### src/rtl/fibonacci_engine_pkg.sv
// Shared types and helpers for the Fibonacci engine.
// The overflow-index helper gives the first n whose fib(n) no longer fits.
package fib_pkg;

  typedef enum logic [1:0] {
    IDLE = 2'd0,
    OP   = 2'd1,
    DONE = 2'd2
  } fib_state_e;

  // Smallest n with fib(n) >= 2**result_width (valid for result_width < 64).
  function automatic int unsigned fib_overflow_index(input int unsigned result_width);
    longint unsigned a;
    longint unsigned b;
    longint unsigned t;
    longint unsigned limit;
    int unsigned     idx;
    a     = 0;
    b     = 1;
    idx   = 0;
    limit = 64'd1 << result_width;
    for (int i = 0; i < 93; i++) begin
      if (a < limit) begin
        t   = a + b;
        a   = b;
        b   = t;
        idx = idx + 1;
      end
    end
    return idx;
  endfunction

endpackage

### src/rtl/fibonacci_engine.sv
// Iterative Fibonacci calculator: one addition per cycle, one-cycle completion
// tick, saturating result with a sticky overflow flag held until next completion.
//
// state | meaning
// IDLE  | ready for a start; samples n_i on start_i
// OP    | iterating t0/t1 down from cnt=n to 0, or exiting early on overflow
// DONE  | result and overflow valid, done_tick_o high for this one cycle
module fibonacci_engine
  import fib_pkg::*;
#(
  parameter int N_WIDTH      = 5,
  parameter int RESULT_WIDTH = 20
) (
  input  logic                    clk_i,
  input  logic                    rst_ni,
  input  logic                    start_i,
  input  logic [N_WIDTH-1:0]      n_i,
  output logic                    ready_o,
  output logic                    done_tick_o,
  output logic                    overflow_o,
  output logic [RESULT_WIDTH-1:0] fib_o
);

  fib_state_e              state;
  logic [RESULT_WIDTH-1:0] t0;
  logic [RESULT_WIDTH-1:0] t1;
  logic [N_WIDTH-1:0]      cnt;
  logic [RESULT_WIDTH:0]   sum;

  assign sum = {1'b0, t0} + {1'b0, t1};

  always_ff @(posedge clk_i or negedge rst_ni) begin
    if (!rst_ni) begin
      state       <= IDLE;
      t0          <= '0;
      t1          <= '0;
      cnt         <= '0;
      fib_o       <= '0;
      overflow_o  <= 1'b0;
      ready_o     <= 1'b1;
      done_tick_o <= 1'b0;
    end else begin
      done_tick_o <= 1'b0;
      case (state)
        IDLE: begin
          if (start_i) begin
            t0      <= '0;
            t1      <= RESULT_WIDTH'(1);
            cnt     <= n_i;
            ready_o <= 1'b0;
            state   <= OP;
          end
        end
        OP: begin
          if (cnt == '0) begin
            fib_o       <= t0;
            overflow_o  <= 1'b0;
            done_tick_o <= 1'b1;
            state       <= DONE;
          end else if (sum[RESULT_WIDTH] && (cnt > N_WIDTH'(1))) begin
            // A carry at cnt==1 only lands in t1, which is never returned.
            fib_o       <= '1;
            overflow_o  <= 1'b1;
            done_tick_o <= 1'b1;
            state       <= DONE;
          end else begin
            t0  <= t1;
            t1  <= sum[RESULT_WIDTH-1:0];
            cnt <= cnt - N_WIDTH'(1);
          end
        end
        DONE: begin
          ready_o <= 1'b1;
          state   <= IDLE;
        end
        default: begin
          ready_o <= 1'b1;
          state   <= IDLE;
        end
      endcase
    end
  end

endmodule

### config.mk
export PLATFORM = sky130hd
export DESIGN_NAME = fibonacci_engine
export DESIGN_NICKNAME = d
export VERILOG_FILES = /design/src/rtl/fibonacci_engine_pkg.sv /design/src/rtl/fibonacci_engine.sv
export SDC_FILE = /design/constraint.sdc
export NUM_CORES = 1
export LEC_CHECK = 0
export CORE_AREA = 2 2 89 108
export CTS_CLUSTER_DIAMETER = 80
export DETAILED_ROUTE_END_ITERATION = 8
export DIE_AREA = 0 0 91 110
export GPL_TIMING_DRIVEN = 0
export PLACE_DENSITY = 0.68
export SLEW_MARGIN = 30
export SYNTH_ARGS = -nofsm -noshare
export SYNTH_HDL_FRONTEND = slang
export SYNTH_SLANG_ARGS = --single-unit
### constraint.sdc
create_clock -name clk_i -period 3.45 [get_ports clk_i]
set_input_delay 0.69 -clock clk_i [delete_from_list [all_inputs] [get_ports clk_i]]
set_output_delay 0.69 -clock clk_i [all_outputs]
set_load 0.02 [all_outputs]
==> results of run 1 <==
stage by stage:
stage	setup WS (ns)	std cells	TNS [ns]	power, mW
detailed placement	0.265	543	0	4.08
global route	0.0383	559	0	5.04
global placement	-0.645	542	-44.27	4.01
CTS	0.251	559	0	4.71
finish	0.244	559	0	4.66
floorplan	0.617	392	0	3.40
final timing paths:
| path | slack [ns] | to | cells after the start |
|---|---|---|---|
| hold reg to reg | 0.51 | ready_o | 1 |
| setup reg to reg | 0.24 | t1[12] | 10 |
| min in group clk_i | 0.51 | ready_o | 1 |
| hold / removal | 0.27 | t0[2] | 1 |
| setup / recovery | 0.24 | t1[12] | 10 |
| max in group asynchronous | 2.57 | ready_o | 2 |
metal layers:
metal	part of all wire [%]	wire length, um
met5	0	0
met3	3.7	319
met1	47	4040
met4	2.1	178
met2	47	4080
placed cells by master (no fill, tap or decap), drive strengths merged, types with 2 or more instances in the layout:
master / synthesis / final
clkbuf: 12 / 27
and3: 3 / 3
nand2b: 12 / 12
o21ai: 11 / 11
nand2: 33 / 33
o221ai: 2 / 2
a21o: 5 / 5
inv: 29 / 29
a2111oi: 2 / 2
a21oi: 22 / 22
nand4: 2 / 2
and2: 2 / 2
or4: 2 / 2
mux2: 14 / 14
o211ai: 5 / 5
xnor2: 10 / 10
a31oi: 5 / 5
nor2: 42 / 42
nor3: 6 / 6
a211oi: 6 / 6
mux2i: 21 / 21
xor2: 3 / 3
clkdlybuf4s50: 0 / 29
a31o: 3 / 3
buf: 4 / 6
nand3: 6 / 6
a22o: 4 / 4
ha: 23 / 23
o21bai: 3 / 3
o31a: 2 / 2
dfrtp: 69 / 69
a22oi: 20 / 20
critical path, stage by stage, from the launching register on:
cell      delay (ns)
dfrtp_1         0.40
ha_1            0.36
a21o_1          0.24
or4_4           0.43
o221ai_2        0.27
nand2b_2        0.12
a211oi_4        0.47
nand2_4         0.17
inv_6           0.14
buf_12          0.16
mux2_4          0.30
kinds of logic after synthesis:
group / share of synthesized area, %
AOI/OAI and AO/OA: 16.7
DFF: 44.1
xor gates and xnor gates: 2.87
muxes: 10.2
buffers and inverters: 5.57
and+or+nand+nor: 12.8
adders and majority gates: 7.75
power groups by stage:
stage | Sequential (mW) | Clock, mW | Combinational (mW)
floorplan | 1.42 | 0 | 1.98
global placement | 1.36 | 0 | 2.65
detailed placement | 1.36 | 0 | 2.72
CTS | 1.35 | 0.623 | 2.73
global route | 1.40 | 0.654 | 2.99
finish | 1.35 | 0.601 | 2.71
layout make-up:
cell class / instances / area, um^2
multi-input combinational: 277 / 2000
sequential: 70 / 1750
tap: 120 / 150
timing repair buffer: 31 / 318
inverter: 29 / 114
buffer: 16 / 108
clock inverter: 1 / 5.00
clock buffer: 15 / 166
fill: 854 / 4330
registers in the layout (all words and copies together), names as in the netlist:
name / cells
t0: 20
state: 2
cnt: 5
t1: 20
ready_o: 1
done_tick_o: 1
overflow_o: 1
fib_o: 20
==> flow_results.org, run 1 <==
** Timing
- Clock period minus final worst setup slack :: 3.21 ns
- Setup violations, final :: 0
- The number of endpoints with negative hold slack in the final report came to 0.
- Clock skew after layout :: 0.0110 ns
- F_max :: 312 MHz
- Worst slew margin relative to its limit :: 53.5%
- The count of pins over their slew limit is 0.
- Transition at the pin with the smallest max-transition slack :: 0.695 ns
- Setup repair after global routing left no endpoint under its margin.
- Hold timing on the final database bottoms out at a slack of 0.268 ns.
- After layout, the worst path uses 92.9% of the clock period.

** Placement
- Routability-driven placement finished with a final weighted congestion of 0.863.
- Detailed placement ended at an HPWL of 6110 um.
- During placement, the flow inserted port buffers numbering 30.
- Placed standard-cell area :: 4440 um^2

** Synth
- Summed over its instances, the top area cell type makes up 43.5% of the synthesized netlist area.
- Cell types with the largest area share after synthesis :: dfrtp_1, ha_1, mux2i_1
- Primary FF master, synth :: dfrtp_1
- When the netlist entered floorplanning its net count stood at 424.
- Top-count cell post-synth :: dfrtp_1
- The synthesized design contains 70 register bits.
- Summing the sequential cell areas from Yosys gives 44.1% of the chip area.
- Post-Synthesis Mean Instance Area :: 10.1 um^2
- Synthesis produced 392 cells.
- Commonest cells in the synthesized netlist :: dfrtp_1, nor2_1, nand2_1, inv_1, ha_1
- Summing every instance area after synthesis gives 3970 um^2.
- Yosys printed 0 warnings.
- Number of enable flip-flop cells after synthesis :: 0
- The largest total area in the synthesized netlist belongs to dfrtp_1.
- Synthesis instantiated 50 different standard cells from the library.
- Share of synthesized registers carrying an async set or reset :: 100%

** Global route
- After global routing, the most crowded layer is met2.
- The number of global-route vias before repair came to 3100.
- Pin count of the biggest net entering global routing :: 38
- Across every metal layer, demand over resource in global routing totals 18.9%.
- For this run, global-route usage on met2 was measured as 32.3%.
- Summed over all layers, the global routing overflow is 0.
- Global routing met1 resource utilization :: 23.0%
- For this run, global-route usage on met3 was measured as 3.67%.
- The number of antenna violations at the first check in global routing was 0.
- The first global-routing pass estimated 14700 um of wire.

** Floorplan
- Total die area :: 10000 um^2
- Horiz. Die Dim :: 91 um
- During I/O placement, the number of pins put on the boundary was 31.
- Measured along the y axis, the die boundary spans 110 um.
- The floorplan has 38 rows.
- Starting utilization of the core area :: 44.5%
- Placeable core area :: 8940 um^2

** Run
- The tool flagged a number of max-cap violations equal to 0.

** Routing
- Pre-Repair DR Iteration Count :: 4
- DR DRC count :: 0
- Across all layers, the routed design uses 2995 vias.
- The detail route stage leaves a number of antenna-violating nets equal to 0.
- Routed WL per cell :: 15.4 um
- Number of DRC markers in iteration 0 :: 85
- Average via count per standard cell :: 5.36
- Routed wire length :: 8620 um

** CTS
- Max Root-Sink Buffers :: 2
- TritonCTS created 9 clock buffers.
- Clock Latency Late Sink :: 0.36 ns
- TritonCTS built the clock tree.
- In this run the clock root is driven by a clkbuf_8.
- The number of setup buffers added after CTS is 0.
- Resized Gates After CTS :: 0
- CTS H-tree depth :: 3
- Clock transition at the registers of the reported paths :: 0.07 ns
- Clock sink count :: 70
- Total of hold buffers inserted after clock tree synthesis :: 0

** Worst hold path
- The tightest min-delay check is of the in -> async type.

** Power
- Maximum vdd drop :: 0.000406 V
- In this run the power spent charging and discharging nets is 1.95 mW.
- Per report_power, the combinational group accounts for 58.1% of the total.
- The internal power of the cells totals 2.72 mW.
- Sequential cells burn 29.0% of the power.
- Power density over the cells :: 1010 nW/um^2
- Switching power as a share of total power :: 41.8%
- Proportion of power drawn by the clock network :: 12.9%
- Leakage :: 2.16 nW

** Worst setup path
- Crit start category :: flip-flop
- Required time at the worst-slack endpoint :: 3.68 ns
- The worst setup path is of the reg -> reg kind.
- Data arrival time of the worst path :: 3.44 ns
- The startpoint identified for the worst register-to-register timing path is t1[5].
- In this run the worst setup path begins at t1[5].
- Category of the worst setup path capture point :: flip-flop
- Max Fanout on Critical Path :: 10

** Finish
- # diodes :: 0
- The finished cells cover 4610 um^2.
- The area growth from synthesis to layout is 16.1%.
- At the end of the flow the core is filled with cells to 51.6%.
- Total Nets Final :: 466
- The post-route netlist has 8.43% of its cells at a drive strength greater than 1.

** Outcome
- The flow ran to the end, and the final reports show no timing, DRC or antenna violations.
(Power assumes the default switching activity.)
==> run 2, diff against run 1 <==
SKIP_CTS_REPAIR_TIMING = 1   (was unset)
==> results of run 2 <==
The final DEF is identical to that of run 1; final timing and power are the same.
==> edit 1 (flow settings as in run 2) <==
The parameter `N_WIDTH` goes from 5 to 10.
--- a/src/rtl/fibonacci_engine.sv
+++ b/src/rtl/fibonacci_engine.sv
@@ -8,7 +8,7 @@
 module fibonacci_engine
   import fib_pkg::*;
 #(
-  parameter int N_WIDTH      = 5,
+  parameter int N_WIDTH      = 10,
   parameter int RESULT_WIDTH = 20
 ) (
   input  logic                    clk_i,
Ports: changed (resized n_i); port bits go from 31 to 36. No check against the original RTL was run, so the function may have changed too.
==> edit 1 against run 2 <==
Total power increased by 20%. Largest power group unchanged. Clock skew about the same. Via count grew 23%. Sequential cell count is 5 higher. Global-route usage up 3.4 points. Area after synthesis grew 6.1%. Design area rose by 8.5%. Wire length grew 22%. Sequential share of layout area decreased by 0.48 points. Worst setup slack improved by 140 ps. Clock power up 53%. Die area did not move. Critical path type unchanged.
==> edit 1: results (changes against run 2) <==
via-per-instance ratio = 5.636 (+5.2%)
status = completed
root buf cell = clkbuf_8
Max stage delay on crit path = 510 ps (+40 ps)
CP max stage cell = clkbuf_1
Cell variety after synth = 51 (+2.0%)
1st-iter DRT viols = 288 (+240%)
Synth area leaders = dfrtp_1, ha_1, nand2_1
total wire length = 10.51 mm (+22%)
R2R Setup Slk = 390 ps (+140 ps)
Syn Inst Count = 484 (+23%)
layout cells sized above 1 = 6.716% (-1.7 points)
critical path arrival = 3280 ps (-160 ps)
worst vdd ir = 0.3899 mV (-4.1%)
Post-DP Area = 4736 um2 (+6.6%)
first-pass detailed-route iteration total = 5 (+1)
global placement routability congestion = 0.8767 (+1.6%)
largest net degree at the start of global routing = 44 (+16%)
GRT Total Usage = 22.23% (+3.4 points)
Worst Hold Slack = 265.8 ps (-2.421 ps)
RR Endpoint = t0[12]
syn_nets = 521 (+23%)
number of global-route vias before repair = 3,598 (+16%)
worst slack, placed = 427.7 ps (+162.3 ps)
DP HPWL = 7.588 mm (+24%)
fill count = 871 (+2.0%)
DP Cell Count = 640 (+18%)
first-pass GRT wire length = 17.43 mm (+19%)
sequential-to-total area share from yosys stat = 44.53% (+0.41 points)
Pleak = 2.176 nW (+0.61%)
clk_skew = 10.92 ps (-0.1097 ps)
Synth Flop Type = dfrtp_1
Async SR Flop Fraction = 100.0% (unchanged)
r2r startpoint = t0[0]
Top Registers = fib_o (20), t0 (20), t1 (20)
most frequent cells after synthesis = dfrtp_1, nand2_1, nor2_1
Worst Max-Slew Pin Slew = 649.1 ps (-46.18 ps)
fin cells = 656 (+17%)
NumNets Final = 568 (+22%)
-- edit 1: area by class of cell --
type / instances / area (um2) / area share (%)
Sequential cell: 75 / 1878 / 37.52
Timing Repair Buffer: 36 / 367.9 / 7.348
Inverter: 9 / 33.78 / 0.6748
Buffer: 27 / 130.1 / 2.599
Clock inverter: 7 / 146.4 / 2.924
Multi-Input combinational cell: 373 / 2176 / 43.46
Tap cell: 120 / 150.1 / 2.999
Clock buffer: 9 / 123.9 / 2.474
-- edit 1: report_power, final --
part	total [mW]	switching [mW]	internal, mW
Sequential	1.61	0.299	1.31
Combinational	3.06	1.78	1.28
Clock	0.918	0.359	0.560
Total	5.59	2.44	3.15
-- edit 1: worst max path at each step --
| stage | from | endpoint | slack (ps) |
|---|---|---|---|
| global route | t0[0] | t0[13] | 140 |
| floorplan | t0[0] | t1[19] | 950 |
| finish | t0[0] | t0[12] | 390 |
| detailed placement | t0[0] | t0[17] | 430 |
| CTS | t0[0] | t0[17] | 380 |
| global placement | rst_ni | t1[16] | -910 |
-- edit 1: layer usage --
layer	wire length [um]	part of all wire, %	track usage, %	vias to the layer above
met2	5053	48	36.93	111
met4	296	2.8	10.17	0
li1	-	-	-	1794
met1	4693	45	28.04	1771
met3	470	4.5	4.827	21
met5	0	0	0	-
-- edit 1: worst max-delay path, delay by kind of cell, from the launching register on --
kind,cells,cell delay (ps)
buf+inv,2,570
compound gates,4,990
fa+ha+maj,2,620
flops,1,430
simple gates,2,310
-- edit 1: cell families (layout without fill, tap and decap cells) --
kind of cell	after synthesis	in the layout	synth area share, %
AND/OR/NAND/NOR	181	181	18.54
multiplexers	1	1	0.2670
XOR/XNOR	15	15	3.115
buffers and inverters	36	88	3.886
flip-flops	75	75	44.53
adder cells (fa/ha/maj)	24	24	7.298
AO/OA/AOI/OAI	152	152	22.37
==> edit 2 (settings of run 2) <==
Made on the original files. Re-encode `fib_state_e` (3 states) as one-hot, 3 bits wide.
--- a/src/rtl/fibonacci_engine_pkg.sv
+++ b/src/rtl/fibonacci_engine_pkg.sv
@@ -2,10 +2,10 @@
 // The overflow-index helper gives the first n whose fib(n) no longer fits.
 package fib_pkg;
 
-  typedef enum logic [1:0] {
-    IDLE = 2'd0,
-    OP   = 2'd1,
-    DONE = 2'd2
+  typedef enum logic [2:0] {
+    IDLE = 3'b001,
+    OP   = 3'b010,
+    DONE = 3'b100
   } fib_state_e;
 
   // Smallest n with fib(n) >= 2**result_width (valid for result_width < 64).
Function: same outputs for any inputs over 10 cycles, from zero or initial values and one cycle with rst_ni low; not proved beyond that.
==> edit 2 against run 2 <==
Global-route usage is 1.0 points higher. Design area is 0.62% higher. Hold slack worse by 32 ps. Sequential cell count is 1 higher. Worst setup slack better by 29 ps. Non-clock buffer count is 6 higher. Maximum frequency is 0.90% higher. Area after synthesis hardly changed. Die area stayed put. Via count is 8.8% higher. Wire length is 6.4% higher.
Power is not compared: it rests on default switching activity, and its combinational part moved more than twofold at a synthesized area within 25%.
==> edit 2: results (changes against run 2) <==
r2r startpoint = t0[0]
number of global-route vias before repair = 3,192 (+3.0%)
fin cells = 595 (+6.4%)
Pleak = 2.232 nW
status = completed
largest net degree at the start of global routing = 47 (+24%)
syn_nets = 461 (+8.7%)
Cell variety after synth = 53 (+6.0%)
most frequent cells after synthesis = dfrtp_1, nand2_1, nor2_1
initial antenna violation count = 0 (unchanged)
Slew HR = 50.33% (-3.2 points)
fill count = 867 (+1.5%)
1st-iter DRT viols = 139 (+64%)
CP max stage cell = a211oi_1
Syn Inst Count = 429 (+9.4%)
global placement routability congestion = 0.8846 (+2.5%)
clk_skew = 7.465 ps (-3.561 ps)
first-pass GRT wire length = 15.42 mm (+5.2%)
R2R Setup Slk = 270 ps (+30 ps)
Post-DP Area = 4446 um2 (about the same)
sequential-to-total area share from yosys stat = 44.82% (+0.70 points)
final period utilization = 92.09% (-0.83 points)
NumNets Final = 503 (+7.9%)
Synth area leaders = dfrtp_1, ha_1, nand2_1
layout cells sized above 1 = 8.842% (+0.41 points)
DP HPWL = 6.841 mm (+12%)
DP Cell Count = 580 (+6.8%)
Max stage delay on crit path = 430 ps (-40 ps)
RR Endpoint = t0[6]
GRT Total Usage = 19.90% (+1.0 points)
via-per-instance ratio = 5.476 (+2.2%)
critical path arrival = 3390 ps (-50 ps)
total wire length = 9.175 mm (+6.4%)
clock transition at the registers of the reported paths = 80 ps
==> edit 2: worst max-delay path, delay by kind of cell (launching register included) <==
family,cells,cell delay (ps)
AO/OA/AOI/OAI,4,1090
buffers and inverters,2,490
adder cells (fa/ha/maj),2,630
flip-flops,1,390
AND/OR/NAND/NOR,2,450
==> edit 2: layer usage <==
| layer | vias to the layer above | GRT usage [%] | part of all wire [%] |
|---|---|---|---|
| met4 | 0 | 10.06 | 3.2 |
| met1 | 1526 | 23.04 | 41 |
| met3 | 24 | 4.487 | 5.3 |
| met2 | 93 | 34.92 | 50 |
| met5 | - | 0 | 0 |
| li1 | 1615 | - | - |
==> edit 2: kinds of logic after synthesis <==
family                     count (synthesis)  synth area share [%]
AOI/OAI and AO/OA                        144                 24.90
and+or+nand+nor                          144                 15.88
DFF                                       71                 44.82
buffers and inverters                     32                 3.530
adders and majority gates                 24                 7.753
xor gates and xnor gates                  13                 2.868
muxes                                      1                0.2521
==> edit 2: where the power goes <==
part | total, mW | leakage [nW] | switching (mW) | internal (mW)
Sequential | 1.05 | 0.962 | 0.0843 | 0.962
Clock | 0.680 | 0.105 | 0.314 | 0.366
Combinational | 0.845 | 1.17 | 0.528 | 0.317
==> edit 2: worst max-delay path by stage <==
stage	from	to	cells after the start	slack (ps)
after global placement	rst_ni	done_tick_o	1	-800
after CTS	t0[0]	t0[6]	10	270
final	t0[0]	t0[6]	10	270
after detailed placement	t0[0]	t0[6]	10	300
after global routing	t0[0]	t1[9]	10	50
after floorplan	t0[12]	t1[18]	9	1020
==> edit 2: layout make-up <==
type	count	share of cell area [%]
clock inverter	4	0.9704
tap	120	3.235
sequential	71	38.33
timing repair buffer	31	7.008
buffer	22	2.210
clock buffer	11	3.261
multi-input combinational	326	44.18
inverter	10	0.8086
==> edit 2: stage by stage <==
stage / util, % / hold slack, ps / setup WS (ps)
CTS: 51.93 / 234.0 / 273.9
global route: 51.93 / 249.0 / 47.01
floorplan: - / 394.4 / 1018
global placement: 49.45 / 494.3 / -804.5
detailed placement: 49.73 / 504.9 / 296.9
finish: 51.93 / 236.2 / 272.7
